===== src/rtl/lc3_mem_master.sv =====
// CPU-side memory-access initiator for the LC3 core: independent fetch and data
// channels, each driving its own memory handshake with a per-channel abort timer.
module lc3_mem_master #(
    parameter logic [15:0] RESET_PC = 16'h3000,
    parameter int          TIMEOUT  = 16
) (
    input  logic        clk,
    input  logic        reset,
    // core fetch side
    input  logic        fetch_req,
    input  logic [15:0] fetch_addr,
    output logic        fetch_ready,
    output logic        fetch_valid,
    output logic [15:0] fetch_instr,
    // core data side
    input  logic        data_req,
    input  logic        data_we,
    input  logic [15:0] data_addr,
    input  logic [15:0] data_wdata,
    output logic        data_ready,
    output logic        data_valid,
    output logic [15:0] data_rdata,
    output logic [1:0]  err_timeout,
    // instruction memory
    output logic [15:0] pc,
    output logic        instrmem_rd,
    input  logic [15:0] Instr_dout,
    input  logic        complete_instr,
    // data memory
    output logic [15:0] Data_addr,
    output logic [15:0] Data_din,
    output logic        Data_rd,
    input  logic [15:0] Data_dout,
    input  logic        complete_data,
    // debug: {data channel waiting, fetch channel waiting}
    output logic [1:0]  dbg_state
);

    // Handshake: a req is taken on any edge where the matching ready is high;
    // the channel then waits for complete_* (or the timer) and answers with a
    // one-cycle valid pulse, by which time ready is already high again.

    typedef enum logic { F_IDLE = 1'b0, F_WAIT = 1'b1 } f_state_t;
    typedef enum logic { D_IDLE = 1'b0, D_WAIT = 1'b1 } d_state_t;

    localparam logic [7:0] TMO_LAST = 8'(TIMEOUT - 1);

    f_state_t    f_state_q, f_state_d;
    logic [7:0]  f_cnt_q, f_cnt_d;
    logic [15:0] pc_q, pc_d;
    logic        rd_q, rd_d;
    logic        f_valid_q, f_valid_d;
    logic [15:0] f_instr_q, f_instr_d;
    logic        f_err_q, f_err_d;

    d_state_t    d_state_q, d_state_d;
    logic [7:0]  d_cnt_q, d_cnt_d;
    logic [15:0] daddr_q, daddr_d;
    logic [15:0] ddin_q, ddin_d;
    logic        drd_q, drd_d;
    logic        d_valid_q, d_valid_d;
    logic [15:0] d_rdata_q, d_rdata_d;
    logic        d_err_q, d_err_d;

    always_ff @(posedge clk) begin
        if (reset) begin
            f_state_q <= F_IDLE;
            f_cnt_q   <= 8'd0;
            pc_q      <= RESET_PC;
            rd_q      <= 1'b0;
            f_valid_q <= 1'b0;
            f_instr_q <= 16'd0;
            f_err_q   <= 1'b0;
            d_state_q <= D_IDLE;
            d_cnt_q   <= 8'd0;
            daddr_q   <= 16'd0;
            ddin_q    <= 16'd0;
            drd_q     <= 1'b1;
            d_valid_q <= 1'b0;
            d_rdata_q <= 16'd0;
            d_err_q   <= 1'b0;
        end else begin
            f_state_q <= f_state_d;
            f_cnt_q   <= f_cnt_d;
            pc_q      <= pc_d;
            rd_q      <= rd_d;
            f_valid_q <= f_valid_d;
            f_instr_q <= f_instr_d;
            f_err_q   <= f_err_d;
            d_state_q <= d_state_d;
            d_cnt_q   <= d_cnt_d;
            daddr_q   <= daddr_d;
            ddin_q    <= ddin_d;
            drd_q     <= drd_d;
            d_valid_q <= d_valid_d;
            d_rdata_q <= d_rdata_d;
            d_err_q   <= d_err_d;
        end
    end

    // Fetch channel; completion is checked before the timer so it wins a tie.
    always_comb begin
        f_state_d = f_state_q;
        f_cnt_d   = f_cnt_q;
        pc_d      = pc_q;
        rd_d      = rd_q;
        f_valid_d = 1'b0;
        f_instr_d = f_instr_q;
        f_err_d   = f_err_q;
        case (f_state_q)
            F_IDLE: begin
                if (fetch_req) begin
                    pc_d      = fetch_addr;
                    rd_d      = 1'b1;
                    f_cnt_d   = 8'd0;
                    f_state_d = F_WAIT;
                end
            end
            F_WAIT: begin
                if (complete_instr) begin
                    f_instr_d = Instr_dout;
                    rd_d      = 1'b0;
                    f_valid_d = 1'b1;
                    f_state_d = F_IDLE;
                end else if (f_cnt_q == TMO_LAST) begin
                    rd_d      = 1'b0;
                    f_valid_d = 1'b1;
                    f_err_d   = 1'b1;
                    f_state_d = F_IDLE;
                end else begin
                    f_cnt_d = f_cnt_q + 8'd1;
                end
            end
            default: f_state_d = F_IDLE;
        endcase
    end

    // Data channel; Data_rd doubles as the load/store marker while waiting.
    always_comb begin
        d_state_d = d_state_q;
        d_cnt_d   = d_cnt_q;
        daddr_d   = daddr_q;
        ddin_d    = ddin_q;
        drd_d     = drd_q;
        d_valid_d = 1'b0;
        d_rdata_d = d_rdata_q;
        d_err_d   = d_err_q;
        case (d_state_q)
            D_IDLE: begin
                if (data_req) begin
                    daddr_d   = data_addr;
                    ddin_d    = data_wdata;
                    drd_d     = ~data_we;
                    d_cnt_d   = 8'd0;
                    d_state_d = D_WAIT;
                end
            end
            D_WAIT: begin
                if (complete_data) begin
                    if (drd_q) d_rdata_d = Data_dout;
                    drd_d     = 1'b1;
                    d_valid_d = 1'b1;
                    d_state_d = D_IDLE;
                end else if (d_cnt_q == TMO_LAST) begin
                    drd_d     = 1'b1;
                    d_valid_d = 1'b1;
                    d_err_d   = 1'b1;
                    d_state_d = D_IDLE;
                end else begin
                    d_cnt_d = d_cnt_q + 8'd1;
                end
            end
            default: d_state_d = D_IDLE;
        endcase
    end

    assign fetch_ready = (f_state_q == F_IDLE);
    assign fetch_valid = f_valid_q;
    assign fetch_instr = f_instr_q;
    assign pc          = pc_q;
    assign instrmem_rd = rd_q;
    assign data_ready  = (d_state_q == D_IDLE);
    assign data_valid  = d_valid_q;
    assign data_rdata  = d_rdata_q;
    assign Data_addr   = daddr_q;
    assign Data_din    = ddin_q;
    assign Data_rd     = drd_q;
    assign err_timeout = {d_err_q, f_err_q};
    assign dbg_state   = {d_state_q == D_WAIT, f_state_q == F_WAIT};

endmodule


===== config.mk =====
export PLATFORM = sky130hd
export DESIGN_NAME = lc3_mem_master
export DESIGN_NICKNAME = d
export VERILOG_FILES = /design/src/rtl/lc3_mem_master.sv
export SDC_FILE = /design/constraint.sdc
export NUM_CORES = 1
export LEC_CHECK = 0
export BUFFER_PORTS_ARGS = -buffer_cell sky130_fd_sc_hd__buf_4
export CAP_MARGIN = 25
export CORE_AREA = 10 10 98 100
export CTS_BUF_LIST = sky130_fd_sc_hd__clkbuf_4 sky130_fd_sc_hd__clkbuf_8
export CTS_CLUSTER_SIZE = 40
export DETAILED_ROUTE_END_ITERATION = 16
export DIE_AREA = 0 0 108 110
export PLACE_DENSITY = 0.89
export SLEW_MARGIN = 15
export SYNTH_ARGS = -nofsm -noshare
export SYNTH_HDL_FRONTEND = slang
export SYNTH_SLANG_ARGS = --single-unit

===== constraint.sdc =====
create_clock -name clk -period 2.3 [get_ports clk]
set_input_delay 0.46 -clock clk [delete_from_list [all_inputs] [get_ports clk]]
set_output_delay 0.46 -clock clk [all_outputs]
set_load 0.02 [all_outputs]

# [Word-level counts from Yosys, hierarchy flattened]
# Cells that the tools add are included.
[word_totals] regBits=104 wordCells=72 output_inout_bits=90 inputBits=87
[op_classes] n_addsub=2 n_mux=28 bitwise_logic=5 reduce_logical=12 n_eq_ne=10
[op_table] cell="8-bit 2-to-1 mux" n=6
[op_table] cell="8-bit case mux with 2 select lines" n=2
[op_table] cell="8-bit by 1-bit adder with 8-bit output (second input constant)" n=2
[op_table] cell="8-bit by 4-bit equality test with 1-bit output (second input constant)" n=2
[op_table] cell="1-bit 2-to-1 mux" n=16
[op_table] cell="3-bit AND reduction" n=5
[op_table] cell="2-bit != test (second input constant)" n=6
[op_table] cell="2-bit AND reduction" n=5
[op_table] cell="1-bit case mux with 2 select lines" n=4
[op_table] cell="3-bit by 2-bit != test with 1-bit output (second input constant)" n=2
[op_table] cell="1-bit NOT" n=5
[op_table] cell="2-bit OR reduction" n=2

# [Logic depth before layout (Yosys ltp)]
# Gate-level depths: netlist of the first run.
[depth] word_depth=4 mapped_depth=6 mapped_depth_nobuf=5

# [Least setup slack after synthesis of the first run]
# Ideal clock, no wire load.
[synth_path] path_kind="register to register" start="register f_cnt_q[4]" end="register f_cnt_q[1]" period_less_slack_ps=1494 t_arrival_ps=1366 n_path_buf=1 t_required_ps=2172 setup_time_ps=128 path_stages_with_launch=6 slack_ps=806 path_cell_list="dfxtp_1 > or4_4 > o21ai_2 > buf_6 > mux2i_1 > nor2_1"
[synth_via] elab_chain_cells=3
[synth_lines] element="start: declaration" line_no="49" source="logic [7:0] f_cnt_q, f_cnt_d;"
[synth_lines] element="start signal: assignment" line_no="84" source="f_cnt_q <= f_cnt_d;"
[synth_lines] element="8-bit by 4-bit equality test with 1-bit output" line_no="125" source="end else if (f_cnt_q == TMO_LAST) begin"
[synth_lines] element="2-bit != test (no source line)"
[synth_lines] element="3-bit AND reduction (no source line)"
# Every way passes these cells.
# A chain may end at the register's enable or synchronous reset.

# [Worst setup path in the final report of the first run]
[layout_path] start="register f_cnt_q[4]" end="register f_cnt_q[7]"
[layout_via] elab_chain_cells=4 word_cells_on_any_way=7 classes_between="add/sub: 1; eq/ne: 2; mux: 3; reduce/logical: 1"
[layout_lines] element="8-bit by 1-bit adder with 8-bit output" line_no="131" source="f_cnt_d = f_cnt_q + 8'd1;"
[layout_lines] element="8-bit 2-to-1 mux" line_no="125"
[layout_lines] element="8-bit 2-to-1 mux" line_no="120" source="if (complete_instr) begin"
[layout_lines] element="8-bit case mux with 2 select lines" line_no="110" source="case (f_state_q)"
# Several ways; a longest one is shown, not always the timed one. The select of a mux whose other input is x is not followed.

==> results.sh, run 1 <==
export IMPL_outcome="complete, no violations"
export IMPL_cts_sinks=104
export IMPL_p_leak_nw=2.35
export IMPL_clockRootBuffer="clkbuf_8"
export IMPL_cts_setup_buffers=0
export IMPL_fillerInstances=605
export IMPL_n_antenna_cell=0
export IMPL_overflow=0
export IMPL_r2r_start="f_cnt_q[4]$_SDFFE_PP0P_"
export IMPL_synthTopCellsByArea="dfxtp_1 53%, nand2_1 16%, a21oi_1 11%"
export IMPL_p_clk_share_pct=28.9
export IMPL_ys_ff_latch=104
export IMPL_period_share_pct=80.3
export IMPL_die_h_um=110
export IMPL_final_max_slew_violation_count=0
export IMPL_drv_cap=0
export IMPL_routed_wl_um=11500
export IMPL_path_clk_slew_ns=0.09
export IMPL_switchingPower_mw=0.972
export IMPL_end_kind="flip-flop"
export IMPL_criticalPathCategory="flip-flop to flip-flop"
export IMPL_layout_drive_gt1_share_pct=31.6
export IMPL_num_vias=3863
export IMPL_p_sw_share_pct=27.8
export IMPL_worstMarginPinSlew_ns=0.594
export IMPL_yosys_area_top_type_share_pct=53.3
export IMPL_synth_ff_type="dfxtp_1"
export IMPL_pwr_share_seq_pct=55.1
export IMPL_required_ns=2.57
export IMPL_register_area_mm2=0.00208
export IMPL_maxSlewHeadroom_pct=60.3
export IMPL_synth_async_sr_flop_share_pct=0
export IMPL_yosysTopAreaCell="dfxtp_1"
export IMPL_critPathSlowestCell="or4_4"
export IMPL_first_iter_violations=100
export IMPL_postLayoutSetupSlackWorst_ns=0.453
export IMPL_fin_nets=730
export IMPL_multi_input_area_mm2=0.00164
export IMPL_critPathMaxFanout=12
export IMPL_tritoncts="done"
export IMPL_rows=32
export IMPL_p_comb_share_pct=16.1
export IMPL_cp_slowest_stage_delay_ns=0.54
export IMPL_ctsResizeCount=0
export IMPL_cp_arrival_ns=2.12
export IMPL_synth_edf_count=0
export IMPL_synth_cell_types=37
export IMPL_postCtsHoldBufs=0
export IMPL_grt_pass1_vias=3801
export IMPL_setup_viol=0
export IMPL_h_tree_depth=3
export IMPL_min_period_ns=1.85
export IMPL_worstSetupStartpoint="f_cnt_q[4]$_SDFFE_PP0P_"
export IMPL_first_pass_iters=4
export IMPL_synthesis_area_mm2=0.00391
export IMPL_ant_nets=0
export IMPL_setup_tns_ns=0
export IMPL_finClkSkew_ns=0.0102
export IMPL_dieArea_mm2=0.0119
export IMPL_yosys_warnings=0
export IMPL_instances_no_fill=747
export IMPL_post_route_util_pct=70.7
export IMPL_start_util_pct=51.1
export IMPL_rsz0062_at_grt="no"
export IMPL_die_w_um=108
export IMPL_syn_num_nets=572
export IMPL_hpwl_um=8830
export IMPL_cts_buffer_depth=2
export IMPL_max_freq_mhz=541
export IMPL_antenna_found_initial=0
export IMPL_syn_inst=483
export IMPL_dp_cells=732
export IMPL_track_usage_pct=18.6
export IMPL_yosysSeqAreaShare_pct=53.3
export IMPL_via_per_inst=5.17
export IMPL_finish_instance_area_mm2=0.00541
export IMPL_clk_latency_ns=0.35
export IMPL_grt_pass1_wl_um=18200
export IMPL_area_delta_synth_final_pct=38.4
export IMPL_critical_path_cell_chain="or4_4, o21ai_2, a22oi_1, a211oi_1"
export IMPL_crit_path_start_kind="flip-flop"
export IMPL_ir_worst_vdd_mv=0.349
export IMPL_gp_congestion=0.839
export IMPL_hp_class="primary input to flip-flop"
export IMPL_power_mw=3.50
export IMPL_core_area_mm2=0.00765
export IMPL_p_per_area_mw_per_mm2=647
export IMPL_postPlaceCellArea_mm2=0.00524
export IMPL_wire_per_inst_um=15.4
export IMPL_numCtsBuffers=9
export IMPL_min_from="fetch_addr[13]"
export IMPL_internal_power_mw=2.53
export IMPL_grt_start_max_net_pins=45
export IMPL_ioPinCount=177
export IMPL_hold_violations=0
export IMPL_whs_ns=0.322
export IMPL_io_buffers=176
export IMPL_pre_cts_ws_ns=0.466
export IMPL_post_synth_cell_area_avg_um2=8.09
export IMPL_route_detailed_drc=0
## kinds of logic (layout without fill, tap and decap cells)
kind of cell	count (synthesis)	in the layout	share of synthesized area (%)
buffers and inverters	41	203	4.77
AOI/OAI and AO/OA	114	114	16.8
adders and majority gates	2	2	0.641
and+or+nand+nor	221	221	24.3
muxes	1	1	0.256
DFF	104	104	53.3
## critical path, delay by kind of cell, from the launching register on
family,cells,cell delay [ns]
flops,1,0.37
compound gates,3,0.86
simple gates,1,0.54
## per-layer routing
layer	wire length, um	track usage [%]	up-vias
met5	0	0	-
met4	92	6.01	0
met3	1130	6.73	7
met2	5970	33.4	127
met1	4290	19.9	1798
li1	-	-	1931
## flip-flops by register name (all words and copies together), names as in the netlist
signal	cells
Data_addr	16
Data_din	16
Data_rd	1
d_cnt_q	8
d_err_q	1
d_state_q	1
data_rdata	16
data_valid	1
f_cnt_q	8
f_err_q	1
f_state_q	1
fetch_instr	16
fetch_valid	1
instrmem_rd	1
pc	16
## power groups by stage
stage	clock, mW	sequential, mW	combinational, mW
after floorplan	0	2.05	0.193
after global placement	0	1.96	0.552
after detailed placement	0	1.97	0.567
after CTS	1.04	1.93	0.568
after global routing	1.10	1.94	0.614
final	1.01	1.93	0.561
## cells in the final DEF, fill, tap and decap left out
| cell type | count |
|---|---|
| inv_6 | 1 |
| a21oi_1 | 85 |
| o41ai_1 | 3 |
| a22oi_1 | 2 |
| ha_1 | 2 |
| nand2b_1 | 1 |
| o21a_1 | 2 |
| inv_8 | 1 |
| o21ai_2 | 1 |
| dfxtp_1 | 104 |
| nor2_2 | 1 |
| nor4_1 | 1 |
| nor3b_1 | 1 |
| nand2_1 | 166 |
| clkinv_2 | 2 |
| o21ai_4 | 1 |
| nor2_1 | 8 |
| o31ai_1 | 3 |
| nor2b_1 | 6 |
| buf_4 | 182 |
| inv_1 | 6 |
| mux2i_1 | 1 |
| or4_4 | 2 |
| and2_1 | 3 |
| a221oi_1 | 1 |
| a211oi_1 | 3 |
| clkinvlp_4 | 2 |
| nand4_1 | 6 |
| and3_1 | 5 |
| nand3_2 | 1 |
| a21oi_2 | 1 |
| nand3_1 | 15 |
| clkbuf_8 | 9 |
| and2b_1 | 1 |
| and4_1 | 1 |
| or4_1 | 3 |
| o211ai_1 | 4 |
| o21ai_0 | 4 |
| o2111ai_1 | 4 |
## final cells by class
type / instances / share of cell area, %
Timing Repair Buffer: 182 / 25.3
Sequential cell: 104 / 38.5
Clock inverter: 6 / 0.833
Multi-Input combinational cell: 338 / 30.3
Inverter: 6 / 0.416
Clock buffer: 9 / 2.29
Tap cell: 102 / 2.36
## final timing paths
path	endpoint	cells past startpoint	slack, ns
setup / recovery	f_cnt_q[7]$_SDFFE_PP0P_	4	0.45
hold / removal	pc[13]$_SDFFE_PP1P_	3	0.32
setup reg to reg	f_cnt_q[7]$_SDFFE_PP0P_	4	0.45
hold reg to reg	fetch_instr[9]$_SDFFE_PP0P_	2	0.46
## synthesized netlist by cell type, types with 2 or more instances
cell	count
nand2_1	166
dfxtp_1	104
a21oi_1	85
clkbuf_1	23
nand3_1	15
nor2_1	9
inv_1	6
nand4_1	6
nor2b_1	6
and3_1	5
buf_1	4
buf_4	4
o2111ai_1	4
o211ai_1	4
o21ai_0	4
a211oi_1	3
and2_1	3
o31ai_1	3
o41ai_1	3
or4_1	3
a22oi_1	2
buf_2	2
buf_6	2
ha_1	2
o21a_1	2
or4_4	2
No activity file was read; power rests on OpenSTA's default activity.
==> run 2: changes to the inputs <==
Settings changed: CORE_AREA 10 10 98 100 to 10 10 106 108, DIE_AREA 0 0 108 110 to 0 0 116 118, PLACE_DENSITY 0.89 to 0.8.
Clock period 2.3 ns to 1.61 ns, I/O delays scaled along.
==> results.sh, run 2 (synthesized netlist as in run 1, its figures left out) <==
export IMPL_outcome="finished with violations"
export IMPL_violations="negative setup slack"
export IMPL_ioPinCount=177
export IMPL_die_w_um=116
export IMPL_die_h_um=118
export IMPL_wl_met1_um=4790
export IMPL_instances_no_fill=786
export IMPL_rows=35
export IMPL_power_mw=5.26
export IMPL_layout_commonest_cell="buf_4"
export IMPL_r2r_end="d_cnt_q[5]$_SDFFE_PP0P_"
export IMPL_max_freq_mhz=616
export IMPL_rrSetupSlack_ns=-0.01
export IMPL_min_period_ns=1.62
export IMPL_area_delta_synth_final_pct=47.7
export IMPL_maxSlewHeadroom_pct=59.8
export IMPL_period_share_pct=101
export IMPL_critPathMaxFanout=7
export IMPL_dp_cells=760
export IMPL_n_antenna_cell=0
export IMPL_criticalPathCategory="flip-flop to flip-flop"
export IMPL_cp_num_buf_inv=1
export IMPL_grt_start_max_net_pins=40
export IMPL_overflow=0
export IMPL_clk_latency_ns=0.36
export IMPL_grt_pass1_wl_um=19200
export IMPL_num_vias=3919
export IMPL_met3_length_um=1150
export IMPL_cts_buffer_depth=2
export IMPL_cp_depth=5
export IMPL_postCtsHoldBufs=0
export IMPL_numCtsBuffers=9
export IMPL_wire_per_inst_um=15.5
export IMPL_pre_cts_ws_ns=-0.0826
export IMPL_route_detailed_drc=0
export IMPL_hp_class="primary input to flip-flop"
export IMPL_via_per_inst=4.99
export IMPL_hold_violations=0
export IMPL_path_clk_slew_ns=0.10
export IMPL_gp_congestion=0.853
export IMPL_layout_common_cells="204 x buf_4, 166 x nand2_1, 100 x dfxtp_1"
export IMPL_p_leak_nw=2.52
export IMPL_ff2ff_path_depth=5
export IMPL_tritoncts="done"
export IMPL_clockRootBuffer="clkbuf_8"
export IMPL_end_kind="flip-flop"
export IMPL_first_iter_violations=244
export IMPL_critical_path_cell_chain="or4_4, o21ai_4, buf_6, nand4_1, o211ai_1"
export IMPL_track_usage_pct=16.8
export IMPL_required_ns=1.87
export IMPL_first_pass_iters=4
export IMPL_p_per_area_mw_per_mm2=912
export IMPL_top_layer="met4"
export IMPL_drv_cap=0
export IMPL_start_util_pct=42.9
export IMPL_ant_nets=0
export IMPL_layout_drive_gt1_share_pct=37.0
export IMPL_antenna_found_initial=0
export IMPL_core_area_mm2=0.00911
export IMPL_grt_pass1_vias=3862
export IMPL_hpwl_um=8970
export IMPL_route_met2_wl_um=6110
export IMPL_final_max_slew_violation_count=0
export IMPL_routed_wl_um=12200
export IMPL_io_buffers=176
export IMPL_cp_slowest_stage_delay_ns=0.56
export IMPL_crit_family="simple AND/OR/NAND/NOR gates"
export IMPL_cp_arrival_ns=1.89
export IMPL_worstSetupStartpoint="d_cnt_q[5]$_SDFFE_PP0P_"
export IMPL_fin_nets=759
export IMPL_rsz0062_at_grt="yes"
export IMPL_cts_sinks=104
export IMPL_fillerInstances=791
export IMPL_worstMarginPinSlew_ns=0.602
export IMPL_finClkSkew_ns=0.0108
export IMPL_ir_worst_vdd_mv=0.483
export IMPL_min_from="fetch_addr[12]"
export IMPL_crit_path_start_kind="flip-flop"
export IMPL_worstSetupEndpoint="d_cnt_q[5]$_SDFFE_PP0P_"
export IMPL_critPathSlowestCell="or4_4"
export IMPL_postLayoutSetupSlackWorst_ns=-0.0137
export IMPL_setup_viol=1
export IMPL_dieArea_mm2=0.0137
export IMPL_r2r_start="d_cnt_q[5]$_SDFFE_PP0P_"
export IMPL_h_tree_depth=3
[run 2: changes by cell type in the layout (fill, tap and decap cells not counted), moves of 4 or more]
| cell | delta |
|---|---|
| dfxtp_2 | +4 |
| buf_4 | +22 |
| buf_6 | +7 |
| dfxtp_1 | -4 |
[run 2: what timing repair did]
item	4_1_cts	5_1_grt
setup buffers	6	4
pin swaps	2	13
resized for setup	2	22
setup endpoints to repair	12	16
[run 2: routing by layer]
layer | vias up | GRT usage [%]
li1 | 1991 | -
met1 | 1783 | 19.0
met2 | 135 | 28.6
met3 | 10 | 5.76
met4 | 0 | 5.32
met5 | - | 0
[run 2: per-stage QoR]
step	hold slack (ns)	cell area [um^2]	setup TNS (ns)	util, %
2_1_floorplan	0.438	3910	0	-
3_3_place_gp	0.442	5390	-0.0659	59.2
3_5_place_dp	0.449	5390	-0.351	59.2
4_1_cts	0.164	5650	0	62.1
5_1_grt	0.185	5770	-0.276	63.3
6_report	0.174	5770	-0.0137	63.3
[run 2: how the worst min path moves through the flow]
| stage | end | depth (start not counted) |
|---|---|---|
| after floorplan | d_err_q$_SDFFE_PP0P_ | 2 |
| after global placement | Data_din[11]$_SDFFE_PP0P_ | 2 |
| after detailed placement | Data_din[10]$_SDFFE_PP0P_ | 2 |
| after CTS | pc[12]$_SDFFE_PP1P_ | 3 |
| after global routing | pc[13]$_SDFFE_PP1P_ | 3 |
| final | pc[12]$_SDFFE_PP1P_ | 3 |
[run 2: worst reg2reg max path, cell delays in order, from the launching register on]
cell and delay, ns:
dfxtp_2 0.33, or4_4 0.56, o21ai_4 0.21, buf_6 0.16, nand4_1 0.11, o211ai_1 0.16
[run 2: layout make-up]
type	count	area [um^2]	share of cell area [%]
repair buffers	211	1610	27.9
inverters	6	22.5	0.390
multi-input cells	338	1710	29.6
flip-flops and latches	104	2090	36.2
clock buffers	9	124	2.15
well taps	111	139	2.41
clock inverters	7	78.8	1.37
[run 2: power by group]
part | switching, mW | internal (mW)
Clock | 0.917 | 0.735
Sequential | 0.0589 | 2.68
Combinational | 0.467 | 0.399
